$ cat src/rtl/ifm_stream_ctrl.sv
// Sequencer for one convolution unit: weight-window load, then IFM raster stream with window-valid strobes.
// Optional `IFM_STREAM_HOLD_EN` adds a hold input that stalls read issue in LOAD_W/STREAM.
module ifm_stream_ctrl #(
  parameter int DATA_WIDTH       = 32,
  parameter int ADDRESS_BITS     = 18,
  parameter int IFM_SIZE         = 32,
  parameter int KERNAL_SIZE      = 5,
  parameter int ADDRESS_SIZE_IFM = $clog2(IFM_SIZE*IFM_SIZE),
  parameter int FIFO_SIZE        = (KERNAL_SIZE-1)*IFM_SIZE+KERNAL_SIZE
) (
  input  logic                        clk,
  input  logic                        reset,
`ifdef IFM_STREAM_HOLD_EN
  input  logic                        hold,
`endif
  input  logic                        start,
  input  logic [ADDRESS_BITS-1:0]     wm_base_address,
  input  logic [DATA_WIDTH-1:0]       ifm_data_in,
  output logic                        ifm_enable_read,
  output logic [ADDRESS_SIZE_IFM-1:0] ifm_address,
  output logic                        wm_enable_read,
  output logic [ADDRESS_BITS-1:0]     wm_address,
  output logic                        wm_fifo_enable,
  output logic [DATA_WIDTH-1:0]       unit_data_in,
  output logic                        fifo_enable,
  output logic                        conv_enable,
  output logic                        busy,
  output logic                        done
);

  localparam int AIW = ADDRESS_SIZE_IFM;
  localparam int WCW = $clog2(KERNAL_SIZE*KERNAL_SIZE+1);
  localparam int PW  = AIW + 1;
  localparam logic [WCW-1:0] W_LAST   = WCW'(KERNAL_SIZE*KERNAL_SIZE-1);
  localparam logic [AIW-1:0] IFM_LAST = AIW'(IFM_SIZE*IFM_SIZE-1);
  localparam logic [AIW-1:0] LAST_COL = AIW'(IFM_SIZE-1);
  localparam logic [AIW-1:0] K_EDGE   = AIW'(KERNAL_SIZE-1);
  localparam logic [PW-1:0]  P_MIN    = PW'(FIFO_SIZE-1);

  typedef enum logic [2:0] {IDLE, LOAD_W, STREAM, DRAIN, DONE} state_e;

  state_e                  state_q;
  logic                    wm_rd_q, ifm_rd_q;
  logic                    wm_fifo_en_q, fifo_en_q, conv_q;
  logic                    busy_q, done_q, drain_q;
  logic [ADDRESS_BITS-1:0] wm_addr_q;
  logic [AIW-1:0]          ifm_addr_q, row_q, col_q;
  logic [WCW-1:0]          w_cnt_q;
  logic [PW-1:0]           push_q;
  logic                    hold_w, wm_fire, ifm_fire;

`ifdef IFM_STREAM_HOLD_EN
  assign hold_w = hold;
`else
  assign hold_w = 1'b0;
`endif

  // A pending read is only issued (and its address consumed) when not held.
  assign wm_fire  = wm_rd_q & ~hold_w;
  assign ifm_fire = ifm_rd_q & ~hold_w;

  assign wm_enable_read  = wm_fire;
  assign ifm_enable_read = ifm_fire;
  assign wm_address      = wm_addr_q;
  assign ifm_address     = ifm_addr_q;
  assign wm_fifo_enable  = wm_fifo_en_q;
  assign fifo_enable     = fifo_en_q;
  assign unit_data_in    = fifo_en_q ? ifm_data_in : '0;
  assign conv_enable     = conv_q;
  assign busy            = busy_q;
  assign done            = done_q;

  always_ff @(posedge clk) begin
    if (reset) begin
      state_q      <= IDLE;
      wm_rd_q      <= 1'b0;
      ifm_rd_q     <= 1'b0;
      wm_fifo_en_q <= 1'b0;
      fifo_en_q    <= 1'b0;
      conv_q       <= 1'b0;
      busy_q       <= 1'b0;
      done_q       <= 1'b0;
      drain_q      <= 1'b0;
      wm_addr_q    <= '0;
      ifm_addr_q   <= '0;
      row_q        <= '0;
      col_q        <= '0;
      w_cnt_q      <= '0;
      push_q       <= '0;
    end else begin
      wm_fifo_en_q <= wm_fire;
      fifo_en_q    <= ifm_fire;
      conv_q       <= 1'b0;

      // (row_q, col_q) is the position of the pixel being pushed this cycle.
      if (fifo_en_q) begin
        conv_q <= (row_q >= K_EDGE) && (col_q >= K_EDGE) && (push_q >= P_MIN);
        push_q <= push_q + PW'(1);
        if (col_q == LAST_COL) begin
          col_q <= '0;
          row_q <= row_q + AIW'(1);
        end else begin
          col_q <= col_q + AIW'(1);
        end
      end

      case (state_q)
        IDLE: begin
          if (start) begin
            state_q   <= LOAD_W;
            busy_q    <= 1'b1;
            wm_rd_q   <= 1'b1;
            wm_addr_q <= wm_base_address;
            w_cnt_q   <= '0;
            row_q     <= '0;
            col_q     <= '0;
            push_q    <= '0;
          end
        end
        LOAD_W: begin
          if (wm_fire) begin
            if (w_cnt_q == W_LAST) begin
              state_q    <= STREAM;
              wm_rd_q    <= 1'b0;
              ifm_rd_q   <= 1'b1;
              ifm_addr_q <= '0;
            end else begin
              w_cnt_q   <= w_cnt_q + WCW'(1);
              wm_addr_q <= wm_addr_q + ADDRESS_BITS'(1);
            end
          end
        end
        STREAM: begin
          if (ifm_fire) begin
            if (ifm_addr_q == IFM_LAST) begin
              state_q  <= DRAIN;
              ifm_rd_q <= 1'b0;
              drain_q  <= 1'b0;
            end else begin
              ifm_addr_q <= ifm_addr_q + AIW'(1);
            end
          end
        end
        DRAIN: begin
          // One cycle for the last push, one for its window strobe.
          if (drain_q) begin
            state_q <= DONE;
            done_q  <= 1'b1;
            busy_q  <= 1'b0;
          end else begin
            drain_q <= 1'b1;
          end
        end
        DONE: begin
          state_q    <= IDLE;
          done_q     <= 1'b0;
          wm_addr_q  <= '0;
          ifm_addr_q <= '0;
        end
        default: state_q <= IDLE;
      endcase
    end
  end

endmodule

$ cat config.mk
export PLATFORM = sky130hd
export DESIGN_NAME = ifm_stream_ctrl
export DESIGN_NICKNAME = d
export VERILOG_FILES = /design/src/rtl/ifm_stream_ctrl.sv
export SDC_FILE = /design/constraint.sdc
export NUM_CORES = 1
export LEC_CHECK = 0
export BUFFER_PORTS_ARGS = -buffer_cell sky130_fd_sc_hd__buf_2
export CORE_UTILIZATION = 52
export DETAILED_ROUTE_END_ITERATION = 12
export HOLD_SLACK_MARGIN = 0.12
export MAX_ROUTING_LAYER = met4
export PLACE_DENSITY_LB_ADDON = 0.1
export SLEW_MARGIN = 25
export SYNTH_ARGS = -nofsm -noshare
export SYNTH_HDL_FRONTEND = slang
export SYNTH_SLANG_ARGS = --single-unit
export TNS_END_PERCENT = 20
$ cat constraint.sdc
create_clock -name clk -period 2.31 [get_ports clk]
set_input_delay 0.231 -clock clk [delete_from_list [all_inputs] [get_ports clk]]
set_output_delay 0.231 -clock clk [all_outputs]
set_load 0.01 [all_outputs]
### Yosys cells after proc, flatten, opt, wreduce, memory -nomap -nowiden

Index checks and enable logic that the tools add are counted.

* $add $sub $neg: 6
* $mul: 0
* div/mod/pow operators: 0
* order comparisons: 3
* equal/unequal tests: 15
* shift-type cells: 0
* mux-type cells: 48
* bitwise operators: 1
* reductions and logical operators: 20

Operator list (number)
* 10-bit two-way mux: 12
* 18-bit two-way mux: 3
* 18-bit one-hot mux with 3 select lines: 1
* 11-bit two-way mux: 3
* 32-bit two-way mux: 1
* 10-bit by 1-bit adder with 10-bit output, second input constant: 3
* 10-bit one-hot mux with 3 select lines: 1
* 10-bit by 3-bit greater-or-equal comparator with 1-bit output, second input constant: 2
* 18-bit by 1-bit adder with 18-bit output, second input constant: 1
* 3-bit two-way mux: 6
* 2-bit inequality test, second input constant: 8
* 5-bit two-way mux: 3
* 3-bit one-hot mux with 4 select lines: 1
* 11-bit by 1-bit adder with 11-bit output, second input constant: 1
* 11-bit by 8-bit greater-or-equal comparator with 1-bit output, second input constant: 1
* 1-bit two-way mux: 11
* 10-bit equality test, second input constant: 1
* 10-bit by 5-bit equality test with 1-bit output, second input constant: 1
* 1-bit one-hot mux with 2 select lines: 5
* 5-bit one-hot mux with 2 select lines: 1
* 2-bit nonzero test: 5
* 3-bit AND reduction: 3
* 4-bit AND reduction: 2
* 3-bit by 2-bit equality test with 1-bit output, second input constant: 2
* 12 further kinds: 15

* bits in registers: 75
* latch bits: 0
* memory bits (writable): 0
* memory bits (read-only): 0
* input port bits: 53
* logic and storage cells: 108
* memories kept: 0

### Logic depth before layout (Yosys ltp)

* word-level depth: 5
* gate-level depth with buffers: 9
* mapped depth without buffers: 7

### Worst setup path after synthesis

OpenSTA, ideal clock, no wires.

* path kind: register to register
* start point: register w_cnt_q[0]
* end point: register ifm_addr_q[7], in the netlist ifm_address[7]
* setup time: 0.070 ns
* arrival: 1.812 ns
* required time: 2.240 ns
* path slack: 0.427 ns
* cell stages (with the launch flop): 9
* buffers on the path: 1
* period minus slack after synthesis: 1.883 ns
* cell sequence: dfxtp_1 -> inv_1 -> ha_1 -> and4b_1 -> buf_2 -> o211a_2 -> o211ai_2 -> or4_1 -> a21oi_1

* word-level cells in the longest chain between the ends: 3

RTL lines
* start, declared: line 48 `logic [WCW-1:0] w_cnt_q;`
* start signal, assigned: line 128 `w_cnt_q <= w_cnt_q + WCW'(1);`
* 5-bit equality test: line 122 `if (w_cnt_q == W_LAST) begin`
* 2-bit inequality test (no line)
* 5-bit AND reduction (no line)
* end signal, assigned: line 140 `ifm_addr_q <= ifm_addr_q + AIW'(1);`
* end, declared: line 47 `logic [AIW-1:0] ifm_addr_q, row_q, col_q;`

No other way between the ends.
A chain may end at the register's enable or synchronous reset.

### Final worst setup path

Same ends and word-level chain as after synthesis.

==> summary.md <==
- **die footprint** 8268 um^2
- **status** completed
- **arrival time worst endpoint** 2.42 ns
- **final global-route overflow total** 0
- **nets@finish** 682
- **Synth top cells by count** 75 x sky130_fd_sc_hd__dfxtp_1, 72 x sky130_fd_sc_hd__nor2_1, 33 x sky130_fd_sc_hd__and2_1, 32 x sky130_fd_sc_hd__a21oi_1, 25 x sky130_fd_sc_hd__nand2_1
- **filler cell count in the final layout** 689
- **transition time of the tightest slew-check pin** 0.7853 ns
- **power share of the sequential group** 45.7%
- **clock insertion delay at the later pin of the skew report** 0.35 ns
- **height of the die** 90.93 um
- **post-route ant nets** 0
- **number of warnings printed during yosys synthesis** 0
- **CP max FO** 7
- **setup repair bufs after CTS** 0
- **R2R Setup Slk** 0.18 ns
- **detailed-routing iteration count for the pre-antenna-repair pass** 4
- **worst path setup slack after routing** 0.1764 ns
- **cell area reported after detailed placement** 4787 um^2
- **Slew headroom** 47.65%
- **post-route fraction of the period consumed by the critical path** 92.36%
- **core outline area** 7687 um^2
- **Avg Vias per Cell** 5.395
- **via count of the first global-routing pass** 3599
- **count of unique library cells instantiated by Yosys** 60
- **startpoint type of the worst setup path** register
- **part of the power in combinational logic** 22.5%
- **sequential fraction of the synthesis area** 36.51%
- **vias post-DR** 3917
- **number of antenna violations at the first check in global routing** 0
- **effective utilization at floorplan** 53.50%
- **classification of the worst setup path** register to register
- **GRT Total Usage** 24.04%
- **portion of netlist area occupied by mux cells** 0.9735%
- **pwr/cell area** 629.6 nW/um^2
- **sum of negative setup slack** 0 ns
- **routed wirelength normalized by instance count** 12.99 um
- **last weighted congestion value of the routability-driven placer** 0.8473
- **worst voltage drop across the vdd grid** 0.0004101 V
- **compound-gate portion of the synthesized area** 18.38%
- **share of cells above drive strength 1** 24.84%
- **area of combinational cells with multiple inputs** 2421 um^2
- **final cell area excluding filler cells** 4999 um^2
- **Gate Count Post-Synth** 508
- **max-slew violation total from the final report** 0
- **growth of design area from synthesis to finish** 21.54%
- **required time of the critical path** 2.60 ns
- **unrepaired setup endpoints after global routing** false
- **Row Count** 32
- **switching fraction of total power** 31.55%
- **max-cap violation count** 0
- **TritonCTS clock tree** yes
- **adder and majority cell fraction of the synthesized area** 3.042%
- **antenna fix cells** 0
- **clock-pin slew on the worst setup and hold paths** 0.08 ns
- **H-tree depth reported by CTS** 3
- **clock network fraction of total power** 31.9%
- **cell with the most instances after synthesis** sky130_fd_sc_hd__dfxtp_1
- **wire length of the first global-routing pass** 16100 um
- **setup clock skew after layout** 0.01010 ns
- **top achievable clock speed** 0.4687 GHz
- **Top-Level Pins** 120
- **DRC violations left** 0
- **Psw** 0.9930 mW
- **floorplan die width** 90.93 um
- **EDFF count, synth** 0
- **Net Count, Synth** 571
- **Synth Cell Area** 4113 um^2
- **dominant synthesized flop cell** sky130_fd_sc_hd__dfxtp_1
- **final standard cell utilization of the core** 65.02%
- **total length of routed wires** 9431 um
- **final-report hold violation count** 0
- **type of the worst min-delay path** primary input to register
- **Post-Synth Simple-Gate Area** 29.88%
- **xor/xnor cell area share of the yosys netlist** 6.389%
- **number of sinks driven by the clock tree** 75
- **largest area contributor in the synthesized netlist** sky130_fd_sc_hd__dfxtp_1
- **Yosys top cell area share** 36.51%
- **largest family of logic cells by synthesized area** simple AND/OR/NAND/NOR gates
- **mean cell area of the mapped netlist** 8.096 um^2
- **FF/Latch Area** 1501 um^2
- **Async SR Flop Fraction** 0%
- **Internal Dissipation** 2.154 mW
- **number of buffers added on ports** 119
- **CP Capture Type** register
- **Iter 0 DRT Violations** 122
- **RR Startpoint** w_cnt_q[0]
- **clock root cell** sky130_fd_sc_hd__clkbuf_8
- **TritonCTS buffer count** 9
- **Worst Hold End** wm_address[13]
- **pre-CTS setup slack** 0.1987 ns
- **number of synthesized register bits** 75
- **top post-synthesis cells by area** sky130_fd_sc_hd__dfxtp_1 37%, sky130_fd_sc_hd__nor2_1 6.6%, sky130_fd_sc_hd__and2_1 5.0%
- **start point of the worst min-delay path** wm_base_address[13]
- **buffers from clock root to sink, at most** 2
- **sum of net half-perimeters after detailed placement** 6600 um
- **final count of negative-setup-slack endpoints** 0
- **Cells on Worst Hold Path** 3
- **Lkg Pwr** 2.152 nW
- **critical register-to-register path endpoint** ifm_address[7]
- **pin count of the biggest net entering global routing** 36
- **time the worst path needs with I/O delays and setup** 2.134 ns
- **Register-to-Register Path Depth** 7
worst max path at each step:
| stage | from | to | slack (ns) | cells after the start |
|---|---|---|---|---|
| 6_report | w_cnt_q[0] | ifm_address[7] | 0.18 | 7 |
| 5_1_grt | state_q[2] | wm_address[9] | 0.01 | 5 |
| 4_1_cts | w_cnt_q[0] | ifm_address[7] | 0.17 | 7 |
| 3_5_place_dp | w_cnt_q[0] | ifm_address[7] | 0.20 | 7 |
| 3_3_place_gp | w_cnt_q[0] | ifm_address[7] | 0.26 | 7 |
| 2_1_floorplan | w_cnt_q[0] | ifm_address[7] | 0.43 | 8 |
layout by cell type (no fill, tap or decap), types with 3 or more instances in the layout:
cell / netlist / layout
sky130_fd_sc_hd__nor2_1: 72 / 72
sky130_fd_sc_hd__dfxtp_1: 75 / 75
sky130_fd_sc_hd__o21ai_0: 10 / 10
sky130_fd_sc_hd__a32o_1: 6 / 6
sky130_fd_sc_hd__buf_2: 9 / 119
sky130_fd_sc_hd__buf_4: 0 / 12
sky130_fd_sc_hd__a221oi_1: 3 / 3
sky130_fd_sc_hd__a22oi_1: 7 / 7
sky130_fd_sc_hd__inv_1: 16 / 16
sky130_fd_sc_hd__a211oi_1: 7 / 7
sky130_fd_sc_hd__ha_1: 10 / 10
sky130_fd_sc_hd__nor2b_1: 8 / 8
sky130_fd_sc_hd__a21oi_1: 32 / 32
sky130_fd_sc_hd__nor3_1: 14 / 14
sky130_fd_sc_hd__or4_1: 5 / 5
sky130_fd_sc_hd__and3_1: 9 / 9
sky130_fd_sc_hd__mux2i_1: 4 / 4
sky130_fd_sc_hd__a31oi_1: 6 / 6
sky130_fd_sc_hd__clkbuf_8: 0 / 9
sky130_fd_sc_hd__o21a_1: 3 / 3
sky130_fd_sc_hd__and2_1: 33 / 33
sky130_fd_sc_hd__o21ai_1: 15 / 15
sky130_fd_sc_hd__nand2b_1: 3 / 3
sky130_fd_sc_hd__nand2_1: 25 / 25
sky130_fd_sc_hd__xnor2_1: 9 / 9
sky130_fd_sc_hd__nand4_1: 22 / 22
sky130_fd_sc_hd__nor4_1: 4 / 4
sky130_fd_sc_hd__or3_1: 4 / 4
sky130_fd_sc_hd__xor2_1: 21 / 21
sky130_fd_sc_hd__and4_1: 3 / 3
sky130_fd_sc_hd__nand3_1: 10 / 10
worst max-delay path: stages (launching register included):
cell and delay (ns):
sky130_fd_sc_hd__dfxtp_1 0.32, sky130_fd_sc_hd__inv_1 0.09, sky130_fd_sc_hd__ha_1 0.14, sky130_fd_sc_hd__and4b_1 0.39, sky130_fd_sc_hd__o211a_2 0.32, sky130_fd_sc_hd__o211ai_2 0.17, sky130_fd_sc_hd__or4_1 0.49, sky130_fd_sc_hd__a21oi_1 0.15
per-stage QoR:
stage,total power [mW],instances,hold slack [ns]
after floorplan,1.934,508,0.3764
after global placement,2.155,709,0.4634
after detailed placement,2.166,709,0.4678
after CTS,3.175,726,0.1579
after global routing,3.346,726,0.1558
final,3.147,726,0.1701
logic make-up (layout without fill, tap and decap cells):
kind of cell               Yosys count  after routing
xor gates and xnor gates            30             30
and+or+nand+nor                    230            230
DFF                                 75             75
adders and majority gates           10             10
muxes                                4              4
AOI/OAI and AO/OA                  111            111
buffers and inverters               48            164
per-layer routing:
metal	part of all wire [%]	GRT usage, %	wire length [um]
met5	0	-	0
met4	0.67	7.804	63
met3	5.0	4.774	476
met2	47	38.26	4441
met1	47	30.69	4449
power by group through the flow:
stage | registers [mW] | logic (mW) | clock network (mW)
finish | 1.44 | 0.707 | 1.00
floorplan | 1.47 | 0.462 | 0
CTS | 1.44 | 0.705 | 1.03
detailed placement | 1.47 | 0.700 | 0
global route | 1.45 | 0.796 | 1.10
global placement | 1.46 | 0.692 | 0
sequential cells by signal, indices dropped and copies added, names as in the netlist, 3 cells and up:
signal       flops
state_q          3
w_cnt_q          5
push_q          11
row_q           10
col_q           10
wm_address      18
ifm_address     10
cell type report:
type | instances | area share, %
Inverter | 16 | 1.202
Clock buffer | 10 | 2.553
Sequential cell | 75 | 30.04
Timing Repair Buffer | 132 | 13.92
Clock inverter | 6 | 1.302
Tap cell | 102 | 2.553
Multi-Input combinational cell | 385 | 48.44
repair_timing:
action                     4_1_cts  5_1_grt
hold endpoints to repair         1        0
resized for setup                0        1
setup endpoints to repair        0        1
hold buffers                     1        0
Power figures use the tool's default switching activity.
